===== config.mk =====
export PLATFORM = sky130hd
export DESIGN_NAME = branch_resolve
export DESIGN_NICKNAME = d
export VERILOG_FILES = /design/src/rtl/branch_resolve.sv
export SDC_FILE = /design/constraint.sdc
export NUM_CORES = 1
export LEC_CHECK = 0
export ABC_AREA = 1
export ABC_CLOCK_PERIOD_IN_PS = 3600
export BUFFER_PORTS_ARGS = -buffer_cell sky130_fd_sc_hd__clkbuf_2
export CORE_MARGIN = 2
export CORE_UTILIZATION = 56
export DETAILED_ROUTE_END_ITERATION = 8
export GPL_TIMING_DRIVEN = 0
export PLACE_DENSITY_LB_ADDON = 0.08
export SLEW_MARGIN = 0
export SYNTH_ARGS = -nofsm -noshare
export SYNTH_HDL_FRONTEND = slang
export SYNTH_SLANG_ARGS = --single-unit

===== constraint.sdc =====
create_clock -name clk -period 3.6 [get_ports clk]
set_clock_uncertainty 0.15 [all_clocks]
set_input_delay 0.18 -clock clk [delete_from_list [all_inputs] [get_ports clk]]
set_output_delay 0.18 -clock clk [all_outputs]
set_load 0.02 [all_outputs]

===== src/rtl/branch_resolve.sv =====
// EX-stage branch resolver: redirects fetch on a next-PC mispredict, kills two shadow slots, latches halt.
// Latency: npc_control/branch_pc combinational (0 cycles); state and counters visible next cycle; no backpressure.
module branch_resolve #(
  parameter int CNT_W = 16
) (
  input  logic             clk,
  input  logic             rst,
  input  logic             ex_valid,
  input  logic [6:0]       ex_opcode,
  input  logic [2:0]       ex_funct3,
  input  logic [31:0]      ex_pc,
  input  logic [31:0]      ex_pred_pc,
  input  logic [31:0]      ex_rs1,
  input  logic [31:0]      ex_rs2,
  input  logic [31:0]      ex_imm,
  input  logic             ex_halt,
  output logic             npc_control,
  output logic [31:0]      branch_pc,
  output logic             squash,
  output logic             halted,
  output logic [CNT_W-1:0] branch_cnt,
  output logic [CNT_W-1:0] mispredict_cnt
);

  localparam logic [6:0] OP_B_TYPE = 7'b1100011;
  localparam logic [6:0] OP_J_JAL  = 7'b1101111;
  localparam logic [6:0] OP_I_JALR = 7'b1100111;

  typedef enum logic [1:0] {
    ST_RUN  = 2'd0,
    ST_SH2  = 2'd1,
    ST_SH1  = 2'd2,
    ST_HALT = 2'd3
  } state_e;

  state_e           state_q, state_d;
  logic [CNT_W-1:0] branch_cnt_q, branch_cnt_d;
  logic [CNT_W-1:0] mispredict_cnt_q, mispredict_cnt_d;

  logic        taken;
  logic        is_cf;
  logic        live;
  logic        mispredict;
  logic [31:0] actual_pc;

  always_comb begin
    taken = 1'b0;
    unique case (ex_funct3)
      3'b000:  taken = (ex_rs1 == ex_rs2);
      3'b001:  taken = (ex_rs1 != ex_rs2);
      3'b100:  taken = ($signed(ex_rs1) <  $signed(ex_rs2));
      3'b101:  taken = ($signed(ex_rs1) >= $signed(ex_rs2));
      3'b110:  taken = (ex_rs1 <  ex_rs2);
      3'b111:  taken = (ex_rs1 >= ex_rs2);
      default: taken = 1'b0;
    endcase
  end

  always_comb begin
    actual_pc = ex_pc + 32'd4;
    is_cf     = 1'b0;
    case (ex_opcode)
      OP_B_TYPE: begin
        is_cf     = 1'b1;
        actual_pc = taken ? (ex_pc + ex_imm) : (ex_pc + 32'd4);
      end
      OP_J_JAL: begin
        is_cf     = 1'b1;
        actual_pc = ex_pc + ex_imm;
      end
      OP_I_JALR: begin
        is_cf     = 1'b1;
        actual_pc = (ex_rs1 + ex_imm) & ~32'd1;
      end
      default: begin
        is_cf     = 1'b0;
        actual_pc = ex_pc + 32'd4;
      end
    endcase
  end

  // Only RUN resolves; shadow and halt slots never redirect or count.
  assign live       = rst && ex_valid && (state_q == ST_RUN);
  assign mispredict = live && !ex_halt && (actual_pc != ex_pred_pc);

  assign npc_control    = mispredict;
  assign branch_pc      = rst ? actual_pc : 32'd0;
  assign halted         = (state_q == ST_HALT);
  assign branch_cnt     = branch_cnt_q;
  assign mispredict_cnt = mispredict_cnt_q;

  always_comb begin
    state_d = state_q;
    squash  = 1'b0;
    unique case (state_q)
      ST_RUN: begin
        if (live && ex_halt) begin
          state_d = ST_HALT;
        end else if (mispredict) begin
          state_d = ST_SH2;
        end
      end
      ST_SH2: begin
        state_d = ST_SH1;
        squash  = rst;
      end
      ST_SH1: begin
        state_d = ST_RUN;
        squash  = rst;
      end
      ST_HALT: begin
        state_d = ST_HALT;
        squash  = rst && ex_valid;
      end
      default: state_d = ST_RUN;
    endcase
  end

  always_comb begin
    branch_cnt_d     = branch_cnt_q;
    mispredict_cnt_d = mispredict_cnt_q;
    if (live && !ex_halt && is_cf && (branch_cnt_q != {CNT_W{1'b1}})) begin
      branch_cnt_d = branch_cnt_q + CNT_W'(1);
    end
    if (mispredict && (mispredict_cnt_q != {CNT_W{1'b1}})) begin
      mispredict_cnt_d = mispredict_cnt_q + CNT_W'(1);
    end
  end

  always_ff @(posedge clk) begin
    if (!rst) begin
      state_q          <= ST_RUN;
      branch_cnt_q     <= '0;
      mispredict_cnt_q <= '0;
    end else begin
      state_q          <= state_d;
      branch_cnt_q     <= branch_cnt_d;
      mispredict_cnt_q <= mispredict_cnt_d;
    end
  end

endmodule


# Yosys cells after proc, flatten, opt, wreduce, memory -nomap -nowiden
# Index checks and enable logic that the tools add are counted.
[classes] n_mux=9 n_eq_ne=17 n_addsub=5 n_lt_le_gt_ge=4 n_reduce_logical=13
[ops] operator="32-bit case mux with 3 select lines" n=1
[ops] operator="32-bit adder" n=2
[ops] operator="32-bit greater-or-equal comparator" n=2
[ops] operator="32-bit < comparator" n=2
[ops] operator="32-bit 2-to-1 mux" n=2
[ops] operator="32-bit inequality test" n=2
[ops] operator="16-bit by 1-bit adder with 16-bit output (second input constant)" n=2
[ops] operator="32-bit by 3-bit adder with 32-bit output (second input constant)" n=1
[ops] operator="32-bit equality test" n=1
[ops] operator="16-bit inequality test (second input constant)" n=2
[ops] operator="7-bit equality test (second input constant)" n=3
[ops] operator="3-bit equality test (second input constant)" n=4
[ops] operator="1-bit logical AND" n=8
[ops] operator="2-bit case mux with 4 select lines" n=1
[ops] operator="1-bit case mux with 6 select lines" n=1
[ops] operator="2-bit equality test (second input constant)" n=2
[ops] operator="2-bit 2-to-1 mux" n=2
[ops] operator="3-bit by 1-bit equality test with 1-bit output (second input constant)" n=1
[ops] operator="3-bit zero test" n=1
[ops] operator="3-bit by 2-bit inequality test with 1-bit output (second input constant)" n=1
[ops] operator="3-bit OR reduction" n=1
[ops] operator="2-bit by 1-bit equality test with 1-bit output (second input constant)" n=1
[ops] operator="2-bit zero test" n=1
[ops] operator="1-bit case mux with 2 select lines" n=1
[ops] operator="3 further kinds" n=3
[totals] output_inout_bits=67 wordCells=51 in_bits=174 reg_bits=34

# Depth between registers and ports, before layout
[depth] ltp_word=9 depth_mapped=34

# Worst setup path after synthesis
# OpenSTA, ideal clock, no wires.
[synth_path] path_type="input port to flip-flop" from="in ex_pc[0]" to="reg mispredict_cnt_q[5], in the netlist mispredict_cnt[5]" setup_time_ps=70 n_path_buf=1 slack_ps=383 path_stages=21 arrival_time_ps=2997 path_cell_list="ha_1 > fa_1 > nand3_1 > nand2_1 > a21oi_1 > o21ai_1 > a21boi_0 > o21ai_0 > or2_2 > nand3_1 > nand4_1 > nand2_1 > nand2_1 > nor2_1 > nand2_1 > nor2_2 > nand2_2 > nand3_4 > buf_8 > nand2_2 > a21oi_2"
[synth_via] elab_chain_cells=6
[synth_rtl] element="from (decl)" line="11" source="input logic [31:0] ex_pc,"
[synth_rtl] element="32-bit by 3-bit adder with 32-bit output / 32-bit adder (equally long branches)" line="65, 77, 69"
[synth_rtl] element="32-bit 2-to-1 mux" line="65" source="actual_pc = taken ? (ex_pc + ex_imm) : (ex_pc + 32'd4);"
[synth_rtl] element="32-bit case mux with 3 select lines (*)" line="62" source="case (ex_opcode)"
[synth_rtl] element="32-bit inequality test (*)" line="84" source="assign mispredict = live && !ex_halt && (actual_pc != ex_pred_pc);"
[synth_rtl] element="1-bit logical AND (*)" line="84"
[synth_rtl] element="1-bit logical AND (*)" line="125" source="if (mispredict && (mispredict_cnt_q != {CNT_W{1'b1}})) begin"
[synth_rtl] element="to (signal assigned)" line="138" source="mispredict_cnt_q <= mispredict_cnt_d;"
[synth_rtl] element="to (decl)" line="38" source="logic [CNT_W-1:0] mispredict_cnt_q, mispredict_cnt_d;"
# Mark *: on every way between the ends. The rest lies on a longest branch, timed or not.
# A chain may end at the register's enable or synchronous reset.

# Worst setup path after layout
[layout_path] from="in ex_rs1[17]" to="out npc_control"
[layout_via] elab_chain_cells=6
[layout_rtl] element="from (decl)" line="13" source="input logic [31:0] ex_rs1,"
[layout_rtl] element="32-bit greater-or-equal comparator, or another cell as far along" line="54" source="3'b111: taken = (ex_rs1 >= ex_rs2);"
[layout_rtl] element="1-bit case mux with 6 select lines" line="48" source="unique case (ex_funct3)"
[layout_rtl] element="32-bit 2-to-1 mux" line="65"
[layout_rtl] element="32-bit case mux with 3 select lines (*)" line="62"
[layout_rtl] element="32-bit inequality test (*)" line="84"
[layout_rtl] element="1-bit logical AND (*)" line="84"
[layout_rtl] element="to (decl)" line="17" source="output logic npc_control,"
# Marks and branches as above.

==> flow_metrics.tcl <==
set metrics [dict create \
    worst_pin_slew_ns 0.762 \
    grt_max_degree 11 \
    outcome "complete, no violations" \
    startpoint_type "input pin" \
    switching_share 0.475 \
    cts-root-buf "clkbuf_16" \
    cts.sinks 34 \
    multi_input_area_um2 7900 \
    grt_overflow_total 0 \
    power.total_mw 2.30 \
    grt_pass1_wl_um 48100 \
    yosys_warnings 0 \
    synth_cell_types 52 \
    synth_cells 1608 \
    regArea_um2 681 \
    track_usage 0.354 \
    postSynthRegisterBits 34 \
    endpoint_kind "output port" \
    drv_cap 0 \
    drive_above_1_share 0.243 \
    drt_iter0_markers 966 \
    port_buffers 240 \
    dp_hpwl_um 27200 \
    cts_buffer_depth 2 \
    wl_per_cell_um 16.2 \
    grt_pass1_vias 10144 \
    p_seq_frac 0.174 \
    hold_viol 0 \
    cts_buffers 5 \
    p_int_mw 1.21 \
    clkTransAtPathRegs_ns 0.05 \
    synth_top_area_frac 0.172 \
    route.vias.total 11980 \
    finalCritPeriodShare 0.996 \
    fill_cells 1415 \
    htreeDepth 2 \
    clock_latency_ns 0.29 \
    netlist_area_um2 9040 \
    postSynth.asyncResetShare 0 \
    setup_viol 0 \
    synth_edf_count 0 \
    post-place-ws_ns -0.675 \
    antenna_cells 0 \
    maxSlewHeadroom 0.492 \
    postRouteWirelength_um 33900 \
    syn2layout_area_growth_pct 27.4 \
    clockPowerShare 0.180 \
    avgSynthCellArea_um2 5.62 \
    layout_min_cycle_time_ns 3.58 \
    final_util 0.727 \
    synth_area_leaders "nand2_1 (17%), ha_1 (14%), inv_1 (9.3%), nand3_1 (7.8%), dfxtp_1 (7.5%)" \
    io_pins 241 \
    critPathMaxFanout 8 \
    switching_power_mw 1.09 \
    cts_tree "yes" \
    hold_class "in2reg" \
    synth_flop_cell "dfxtp_1" \
    leakagePower_nw 5.99 \
    path_class "in2out" \
    nets 2159 \
    dieArea_um2 17200 \
    dieHeight_um 131 \
    gp_congestion 0.993 \
    synth_area_leader_cell "nand2_1" \
    comb_power_share 0.646 \
    fmax_mhz 279 \
    antenna_found_initial 0 \
    drv_slew 0 \
    worstPathArrival_ns 3.25 \
    syn-num-nets 1884 \
    powerDensity_nw_per_um2 200 \
    required_ns 3.27 \
    first_pass_iters 7 \
    grt_setup_unrepaired "yes" \
    core_area_um2 15800 \
    ir_drop_mv 0.264 \
    dieWidth_um 131 \
    viasPerCell 5.71 \
    initial_core_util 0.571 \
    layout_setup_ws_ns 0.0161 \
    final_antenna_net_count 0 \
    drc 0 \
    rows 46 \
    hold_buffers 0 \
    ys_seq_area_frac 0.0753 \
]
layout by cell type (no fill, tap or decap), types with 12 or more instances in the layout:
cell type / n
nand2_1: 383
ha_1: 89
buf_4: 25
nand4_1: 47
clkbuf_1: 15
or2_2: 16
xnor2_1: 14
nand2_2: 35
a21o_1: 17
xor2_1: 46
a21oi_2: 15
o21ai_1: 15
nor3_1: 28
nand2_4: 12
a31oi_1: 16
clkbuf_2: 235
o21ai_0: 53
dfxtp_1: 34
a21oi_1: 109
nor2_1: 159
nand3_2: 34
inv_1: 219
nand3_1: 117
registers in the layout, summed over array words and instances (netlist names):
signal / count
state_q: 2
branch_cnt: 16
mispredict_cnt: 16
worst max-delay path: stages:
cell and delay, ns:
clkbuf_2 0.12, ha_4 0.25, nand2_1 0.07, nand2_1 0.07, nand3_1 0.10, nand2_1 0.08
nand2_1 0.07, nand2_1 0.09, a21oi_4 0.26, nand3_2 0.14, nand3_2 0.12, inv_1 0.07
nor2_4 0.19, nand3_2 0.12, nand2_4 0.10, buf_6 0.14, nand3_1 0.17, nand4_1 0.14
nand3_1 0.09, nor2_2 0.14, nand2_2 0.10, nor2_4 0.14, nand2_4 0.08, nand2_4 0.07
inv_2 0.03, buf_6 0.12
layout make-up:
cell class / count / share of cell area
multi-input cells: 1318 / 0.686
clock buffers: 5 / 0.0109
repair buffers: 268 / 0.130
well taps: 216 / 0.0235
inverters: 228 / 0.0743
flip-flops and latches: 34 / 0.0591
clock inverters: 2 / 0.000869
plain buffers: 28 / 0.0153
Yosys cell counts, drive strengths merged (2+ instances only):
master    n
nor3b     4
dfxtp    34
o21ai    76
ha      100
and3      2
nor4     12
inv     227
o211a     2
nor2    173
and2      2
nand3   153
clkbuf   16
o221a     2
nand2   430
a21boi    6
xor2     46
nand3b    9
fa        2
nand4    47
a31oi    17
or2      17
buf      12
o211ai    2
nor3     30
o21bai    5
a211oi    7
xnor2    14
a21oi   126
a21o     17
a221oi    2
o21a     11
logic make-up after synthesis:
| group | count (synthesis) | share of synthesized area |
|---|---|---|
| flip-flops | 34 | 0.0753 |
| AO/OA/AOI/OAI | 277 | 0.177 |
| XOR/XNOR | 60 | 0.0581 |
| buffers and inverters | 256 | 0.112 |
| adder cells (fa/ha/maj) | 102 | 0.143 |
| AND/OR/NAND/NOR | 879 | 0.435 |
per-layer routing:
metal	GRT usage	up-vias	part of all wire
met5	0	-	0
met4	0.123	0	0.037
met3	0.0273	105	0.086
met2	0.609	630	0.47
met1	0.465	5321	0.41
li1	-	5924	-
power groups by stage:
stage / clock network [mW] / registers [mW] / logic (mW)
after floorplan: 0 / 0.409 / 0.897
after global placement: 0 / 0.407 / 1.26
after detailed placement: 0 / 0.407 / 1.29
after CTS: 0.411 / 0.399 / 1.32
after global routing: 0.425 / 0.401 / 1.63
final: 0.415 / 0.400 / 1.49
metrics by stage:
stage,setup TNS (ns),std cells,cell area [um^2],hold slack [ns]
6_report,0,2099,11500,0.190
2_1_floorplan,0,1608,9040,0.339
3_5_place_dp,-11.56,2064,10500,0.322
5_1_grt,-2.52,2099,11500,0.205
4_1_cts,0,2080,10800,0.218
3_3_place_gp,-10.25,2064,10500,0.315
repair_timing:
action	4_1_cts	5_1_grt
pin swaps	13	64
gates resized for setup	42	124
setup endpoints to repair	19	21
buffers inserted	7	18
gates cloned	2	2
final timing paths:
kind	start	end	slack, ns	cells past startpoint
worst min-delay path	ex_halt	mispredict_cnt[8]	0.19	4
worst max register to register	state_q[1]	branch_cnt[13]	0.42	19
worst max-delay path	ex_rs1[17]	npc_control	0.02	26
worst min register to register	branch_cnt[15]	branch_cnt[15]	0.34	2
Note: power is estimated with default switching activity, not from simulation.
